===== src/rtl/mem_port_arbiter.sv =====
// -----------------------------------------------------------------------------
// mem_port_arbiter
//
// Shares one memory port between the instruction-fetch requester and the
// load/store requester. A winning request is latched in IDLE, presented to
// memory under a valid/ready handshake in REQ, its response is awaited in
// WAIT (guarded by a timeout watchdog), and a one-cycle response pulse is
// returned to the owner in RESP. Only one transaction is outstanding.
//
// Configuration macro:
//   MEM_ARB_RR_EN  defined   -> round-robin arbitration between requesters
//                  undefined -> fixed priority, LSU always beats fetch
//
// Parameters:
//   TIMEOUT_CYCLES  cycles allowed in REQ+WAIT before an error response (1..65535)
//   ERR_DATA        rdata returned on a timeout
//
// Ports:
//   clk, rst_n                      clock (rising edge), async active-low reset
//   if_req_valid/if_req_ready       fetch request handshake, if_addr payload
//   if_rsp_valid/if_rdata/if_err    fetch response (one-cycle pulse)
//   ls_req_valid/ls_req_ready       load/store request handshake
//   ls_addr/ls_wdata/ls_ctrl        load/store payload (MEM_* encoding)
//   ls_rsp_valid/ls_rdata/ls_err    load/store response (one-cycle pulse)
//   mem_req_valid/mem_req_ready     memory request handshake
//   mem_addr/mem_wdata/mem_ctrl     memory request payload
//   mem_rsp_valid/mem_rdata         memory response
//   owner                           current or last grant (0 = fetch, 1 = LSU)
//   busy                            high whenever not in IDLE
// -----------------------------------------------------------------------------

package mem_port_arbiter_pkg;

    // Memory access control encoding: bit 3 marks a store, bits 1:0 the size.
    localparam logic [3:0] MEM_LOAD1   = 4'b0000;
    localparam logic [3:0] MEM_LOAD2   = 4'b0001;
    localparam logic [3:0] MEM_LOAD4   = 4'b0010;
    localparam logic [3:0] MEM_LOADU1  = 4'b0100;
    localparam logic [3:0] MEM_LOADU2  = 4'b0101;
    localparam logic [3:0] MEM_STORE1  = 4'b1000;
    localparam logic [3:0] MEM_STORE2  = 4'b1001;
    localparam logic [3:0] MEM_STORE4  = 4'b1010;

    typedef enum logic [1:0] {
        ST_IDLE = 2'd0,
        ST_REQ  = 2'd1,
        ST_WAIT = 2'd2,
        ST_RESP = 2'd3
    } arb_state_e;

endpackage

module mem_port_arbiter
    import mem_port_arbiter_pkg::*;
#(
    parameter int unsigned TIMEOUT_CYCLES = 255,
    parameter logic [31:0] ERR_DATA       = 32'hDEADBEEF
) (
    input  logic        clk,
    input  logic        rst_n,

    // fetch requester
    input  logic        if_req_valid,
    output logic        if_req_ready,
    input  logic [31:0] if_addr,
    output logic        if_rsp_valid,
    output logic [31:0] if_rdata,
    output logic        if_err,

    // load/store requester
    input  logic        ls_req_valid,
    output logic        ls_req_ready,
    input  logic [31:0] ls_addr,
    input  logic [31:0] ls_wdata,
    input  logic [3:0]  ls_ctrl,
    output logic        ls_rsp_valid,
    output logic [31:0] ls_rdata,
    output logic        ls_err,

    // memory port
    output logic        mem_req_valid,
    input  logic        mem_req_ready,
    output logic [31:0] mem_addr,
    output logic [31:0] mem_wdata,
    output logic [3:0]  mem_ctrl,
    input  logic        mem_rsp_valid,
    input  logic [31:0] mem_rdata,

    // status
    output logic        owner,
    output logic        busy
);

    // The watchdog fires on the TIMEOUT_CYCLES-th cycle spent in REQ+WAIT;
    // the counter holds the number of earlier REQ/WAIT cycles.
    localparam logic [15:0] LAST_CNT = 16'(TIMEOUT_CYCLES - 1);

    arb_state_e  state_q, state_d;
    logic        owner_q, owner_d;
    logic [31:0] addr_q, addr_d;
    logic [31:0] wdata_q, wdata_d;
    logic [3:0]  ctrl_q, ctrl_d;
    logic [15:0] cnt_q, cnt_d;
    logic        err_q, err_d;
    logic [31:0] if_rdata_q, if_rdata_d;
    logic [31:0] ls_rdata_q, ls_rdata_d;

    logic        in_idle;
    logic        win_ls;
    logic        accept;
    logic        timeout_hit;
    logic        finish;
    logic [31:0] fin_data;
    logic        fin_err;

    assign in_idle     = (state_q == ST_IDLE);
    assign timeout_hit = (cnt_q == LAST_CNT);

    // -------------------------------------------------------------------------
    // Arbitration
    // -------------------------------------------------------------------------
`ifdef MEM_ARB_RR_EN
    // last_q = 1 means the LSU was granted last, so fetch wins the next
    // contention; it resets to 1 so fetch wins the very first one.
    logic last_q, last_d;

    assign win_ls = ls_req_valid && (!if_req_valid || !last_q);
    assign last_d = accept ? win_ls : last_q;

    always_ff @(posedge clk or negedge rst_n) begin
        if (!rst_n) begin
            last_q <= 1'b1;
        end else begin
            last_q <= last_d;
        end
    end
`else
    assign win_ls = ls_req_valid;
`endif

    // Ready goes only to the winner, and only while it is actually valid.
    assign ls_req_ready = in_idle && win_ls;
    assign if_req_ready = in_idle && if_req_valid && !win_ls;
    assign accept       = ls_req_ready || if_req_ready;

    // -------------------------------------------------------------------------
    // Next-state / datapath
    // -------------------------------------------------------------------------
    always_comb begin
        // NOTE: every signal written here gets a default first, so no path
        // through the case leaves one unassigned and no latch is inferred.
        state_d    = state_q;
        owner_d    = owner_q;
        addr_d     = addr_q;
        wdata_d    = wdata_q;
        ctrl_d     = ctrl_q;
        cnt_d      = cnt_q;
        err_d      = err_q;
        if_rdata_d = if_rdata_q;
        ls_rdata_d = ls_rdata_q;
        finish     = 1'b0;
        fin_data   = mem_rdata;
        fin_err    = 1'b0;

        unique case (state_q)
            ST_IDLE: begin
                if (accept) begin
                    state_d = ST_REQ;
                    owner_d = win_ls;
                    cnt_d   = '0;
                    if (win_ls) begin
                        addr_d  = ls_addr;
                        wdata_d = ls_wdata;
                        ctrl_d  = ls_ctrl;
                    end else begin
                        addr_d  = if_addr;
                        wdata_d = '0;
                        ctrl_d  = MEM_LOAD4;
                    end
                end
            end

            ST_REQ: begin
                cnt_d = cnt_q + 16'd1;
                // A response in the same cycle as the ack (or the timeout)
                // is real data and takes precedence over the watchdog.
                if (mem_req_ready && mem_rsp_valid) begin
                    finish = 1'b1;
                end else if (timeout_hit) begin
                    finish   = 1'b1;
                    fin_data = ERR_DATA;
                    fin_err  = 1'b1;
                end else if (mem_req_ready) begin
                    state_d = ST_WAIT;
                end
            end

            ST_WAIT: begin
                cnt_d = cnt_q + 16'd1;
                if (mem_rsp_valid) begin
                    finish = 1'b1;
                end else if (timeout_hit) begin
                    finish   = 1'b1;
                    fin_data = ERR_DATA;
                    fin_err  = 1'b1;
                end
            end

            ST_RESP: begin
                state_d = ST_IDLE;
            end

            default: begin
                state_d = ST_IDLE;
            end
        endcase

        // Only the owner's rdata register moves; the other holds its value.
        if (finish) begin
            state_d = ST_RESP;
            err_d   = fin_err;
            if (owner_q) begin
                ls_rdata_d = fin_data;
            end else begin
                if_rdata_d = fin_data;
            end
        end
    end

    // -------------------------------------------------------------------------
    // State registers
    // -------------------------------------------------------------------------
    // NOTE: sequential state uses non-blocking assignments only, so every
    // register samples its _d value from before the edge regardless of order.
    always_ff @(posedge clk or negedge rst_n) begin
        if (!rst_n) begin
            state_q    <= ST_IDLE;
            owner_q    <= 1'b0;
            addr_q     <= '0;
            wdata_q    <= '0;
            ctrl_q     <= '0;
            cnt_q      <= '0;
            err_q      <= 1'b0;
            if_rdata_q <= '0;
            ls_rdata_q <= '0;
        end else begin
            state_q    <= state_d;
            owner_q    <= owner_d;
            addr_q     <= addr_d;
            wdata_q    <= wdata_d;
            ctrl_q     <= ctrl_d;
            cnt_q      <= cnt_d;
            err_q      <= err_d;
            if_rdata_q <= if_rdata_d;
            ls_rdata_q <= ls_rdata_d;
        end
    end

    // -------------------------------------------------------------------------
    // Outputs
    // -------------------------------------------------------------------------
    assign mem_req_valid = (state_q == ST_REQ);
    assign mem_addr      = addr_q;
    assign mem_wdata     = wdata_q;
    assign mem_ctrl      = ctrl_q;

    assign if_rsp_valid  = (state_q == ST_RESP) && !owner_q;
    assign ls_rsp_valid  = (state_q == ST_RESP) &&  owner_q;
    assign if_err        = if_rsp_valid && err_q;
    assign ls_err        = ls_rsp_valid && err_q;
    assign if_rdata      = if_rdata_q;
    assign ls_rdata      = ls_rdata_q;

    assign owner         = owner_q;
    assign busy          = !in_idle;

endmodule


===== config.mk =====
export PLATFORM = sky130hd
export DESIGN_NAME = mem_port_arbiter
export DESIGN_NICKNAME = d
export VERILOG_FILES = /design/src/rtl/mem_port_arbiter.sv
export SDC_FILE = /design/constraint.sdc
export NUM_CORES = 1
export LEC_CHECK = 0
export ABC_AREA = 1
export CAP_MARGIN = 10
export CORE_MARGIN = 1.5
export CORE_UTILIZATION = 39
export CTS_CLUSTER_DIAMETER = 40
export CTS_CLUSTER_SIZE = 25
export DETAILED_ROUTE_END_ITERATION = 12
export PLACE_DENSITY = 0.77
export RECOVER_POWER = 50
export SLEW_MARGIN = 20
export SYNTH_ARGS = -nofsm -noshare
export SYNTH_HDL_FRONTEND = slang
export SYNTH_SLANG_ARGS = --single-unit

===== constraint.sdc =====
create_clock -name clk -period 2.1 [get_ports clk]
set_clock_uncertainty 0.2 [all_clocks]
set_input_delay 0.21 -clock clk [delete_from_list [all_inputs] [get_ports clk]]
set_output_delay 0.21 -clock clk [all_outputs]
set_load 0.02 [all_outputs]

==> flow_summary.json <==
{
  "post-route-drc-count": 0,
  "cts_tree": "done",
  "synthTopCellsByArea": "dfrtp_1, nand2_1, o21ai_0, a22o_1, inv_1",
  "initial_core_util_pct": 40.0,
  "dp_slack_ps": -38.2,
  "cts_root_buf": "clkbuf_16",
  "p_comb_share_pct": 50.4,
  "setup_ws_ps": 75.2,
  "numCtsBuffers": 17,
  "setup-tns-final_ps": 0,
  "grtUsageMet2_pct": 38.6,
  "yosysSeqAreaShare_pct": 54.8,
  "grt_use_total_pct": 23.4,
  "hpwl_um": 15900,
  "p_int_mw": 9.54,
  "worstMarginPinSlew_ps": 1310,
  "powerDensity_nw_per_um2": 1510,
  "synth_area_leader_cell": "dfrtp_1",
  "grt_max_degree": 67,
  "gr-usage-met1_pct": 27.5,
  "io_pins": 279,
  "ys_async_sr_fraction_pct": 100,
  "outcome": "completed",
  "vias": 6549,
  "die_w_um": 136,
  "yosys_register_bits": 152,
  "synthTopCellsByCount": "nand2_1, dfrtp_1, o21ai_0, inv_1, a22o_1",
  "nFillCells": 1483,
  "hold_viol": 0,
  "multi_input_area_um2": 2670,
  "synthCells": 814,
  "ys_warn_count": 0,
  "num_rows": 48,
  "ctsHtreeMaxLevel": 4,
  "crit_required_ps": 1690,
  "first_iter_violations": 363,
  "portBuffers": 278,
  "slew_viol_final": 0,
  "ff_latch_area_um2": 3800,
  "cp.arrival_ps": 1610,
  "ant_nets": 0,
  "p_leak_nw": 5.24,
  "cp_max_fo": 5,
  "core_area_um2": 17400,
  "grt_pass1_vias": 6399,
  "synth_most_common_cell": "nand2_1",
  "via_per_inst": 4.88,
  "gp_congestion": 0.926,
  "maxCapViolations": 0,
  "firstDrtPassIters": 5,
  "avgSynthCellArea_um2": 8.53,
  "drive_gt1_share_pct": 9.84,
  "sw_frac_of_total_pct": 41.0,
  "top_usage_layer": "met2",
  "clk_latency_ps": 420,
  "antenna_cells": 0,
  "drt_wl_total_um": 21600,
  "max_freq_mhz": 494,
  "wl_per_cell_um": 16.1,
  "synth_top_cell_area_share_pct": 54.8,
  "crit_type": "reg2out",
  "synth-edff-count": 0,
  "fp.dieH_um": 136,
  "period_share_pct": 96.4,
  "start_kind": "register",
  "die_area_um2": 18600,
  "worstSetupEndpointType": "output port",
  "clkPwrFrac_pct": 19.3,
  "overflow": 0,
  "clkSinkCount": 152,
  "clk_pin_slew_ps": 70,
  "layout.nets": 1249,
  "synthFlopType": "dfrtp_1",
  "globalRouteMet3Util_pct": 7.83,
  "switchingPower_mw": 6.62,
  "antenna_found_initial": 0,
  "ir_drop_mv": 0.734,
  "ys_types": 30,
  "setup_viol_count_final": 0,
  "pwr-share-seq_pct": 30.3,
  "synth.net_count": 958,
  "max_slew_margin_pct": 12.7,
  "min_path_type": "in2reg",
  "fin_crit_ps": 2020,
  "netlist_area_um2": 6950,
  "clk_path_buf_depth": 2,
  "area_delta_synth_final_pct": 53.9,
  "grt_pass1_wl_um": 33300
}
==> layer usage <==
metal | part of all wire [%] | up-vias
li1 | - | 3190
met1 | 39 | 3020
met2 | 49 | 303
met3 | 9.2 | 36
met4 | 3.5 | 0
met5 | 0 | -
==> metrics by stage <==
step                      power, mW  instances  instance area, um2  hold WS, ps  utilization, %
final                          16.2       1343               10700         25.6            61.6
after global routing           17.1       1343               10700         54.4            61.6
after CTS                      16.2       1341               10700         8.36            61.7
after detailed placement       13.0       1307               10100         -150            58.1
after global placement         12.9       1307               10100         -149            58.1
after floorplan                9.10        814                6950         -286               -
==> worst max-delay path, cell delays in order, from the launching register on <==
cell	delay [ps]
dfrtp_1	410
inv_1	110
ha_1	300
clkdlybuf4s15_1	380
==> registers in the layout (all words and copies together) (netlist names) <==
register / flops
cnt_q: 16
mem_addr: 32
mem_wdata: 32
err_q: 1
if_rdata: 32
mem_ctrl: 4
ls_rdata: 32
owner: 1
state_q: 2
==> final timing paths <==
check | startpoint | end | slack [ps] | depth (start not counted)
min in group asynchronous | rst_n | cnt_q[2]$_DFFE_PN0P_ | 360 | 3
worst min-delay path | ls_req_valid | mem_addr[25]$_DFFE_PN0P_ | 30 | 4
max in group asynchronous | rst_n | owner$_DFFE_PN0P_ | 320 | 3
worst max-delay path | state_q[1]$_DFFE_PN0P_ | mem_req_valid | 80 | 3
worst min register to register | if_rdata[1]$_DFFE_PN0P_ | if_rdata[1]$_DFFE_PN0P_ | 280 | 2
worst max register to register | state_q[1]$_DFFE_PN0P_ | if_rdata[31]$_DFFE_PN0P_ | 140 | 10
==> repair_timing <==
action | in CTS | in global routing
pin swaps | 0 | 1
endpoints found under the setup margin | 8 | 61
hold buffers | 2 | 0
hold endpoints to repair | 152 | 0
cloned | 0 | 0
resized for setup | 14 | 12
buffers inserted | 0 | 2
==> power groups by stage <==
stage          logic [mW]  clock network, mW  registers (mW)
3_5_place_dp         8.15                  0            4.90
3_3_place_gp         7.99                  0            4.88
4_1_cts              8.16               3.18            4.88
5_1_grt              8.79               3.29            5.02
6_report             8.15               3.12            4.89
2_1_floorplan        2.88                  0            6.22
==> cell families after synthesis <==
group	count (synthesis)	synth area share, %
compound gates	125	11.0
xor+xnor	2	0.252
fa+ha+maj	6	1.08
buf+inv	107	7.08
flops	152	54.8
simple gates	422	25.8
==> cells in the final DEF, fill, tap and decap left out, types with 5 or more instances in the layout <==
| cell type | n |
|---|---|
| nand2_1 | 314 |
| clkdlybuf4s50_1 | 268 |
| dfrtp_1 | 151 |
| o21ai_0 | 63 |
| inv_1 | 59 |
| a22o_1 | 35 |
| nand3_1 | 27 |
| nor2_1 | 24 |
| nand2_2 | 23 |
| buf_4 | 23 |
| o21ai_1 | 17 |
| clkbuf_16 | 17 |
| nand4_1 | 16 |
| nor3_1 | 9 |
| a21oi_1 | 8 |
| inv_2 | 6 |
| buf_12 | 5 |
==> area by class of cell <==
| type | instances | share of cell area, % |
|---|---|---|
| multi-input combinational | 555 | 24.9 |
| sequential | 152 | 35.6 |
| clock buffer | 19 | 4.14 |
| inverter | 67 | 2.38 |
| tap | 225 | 2.63 |
| clock inverter | 13 | 1.52 |
| timing repair buffer | 312 | 28.8 |
Note: power is estimated with default switching activity, not from simulation.
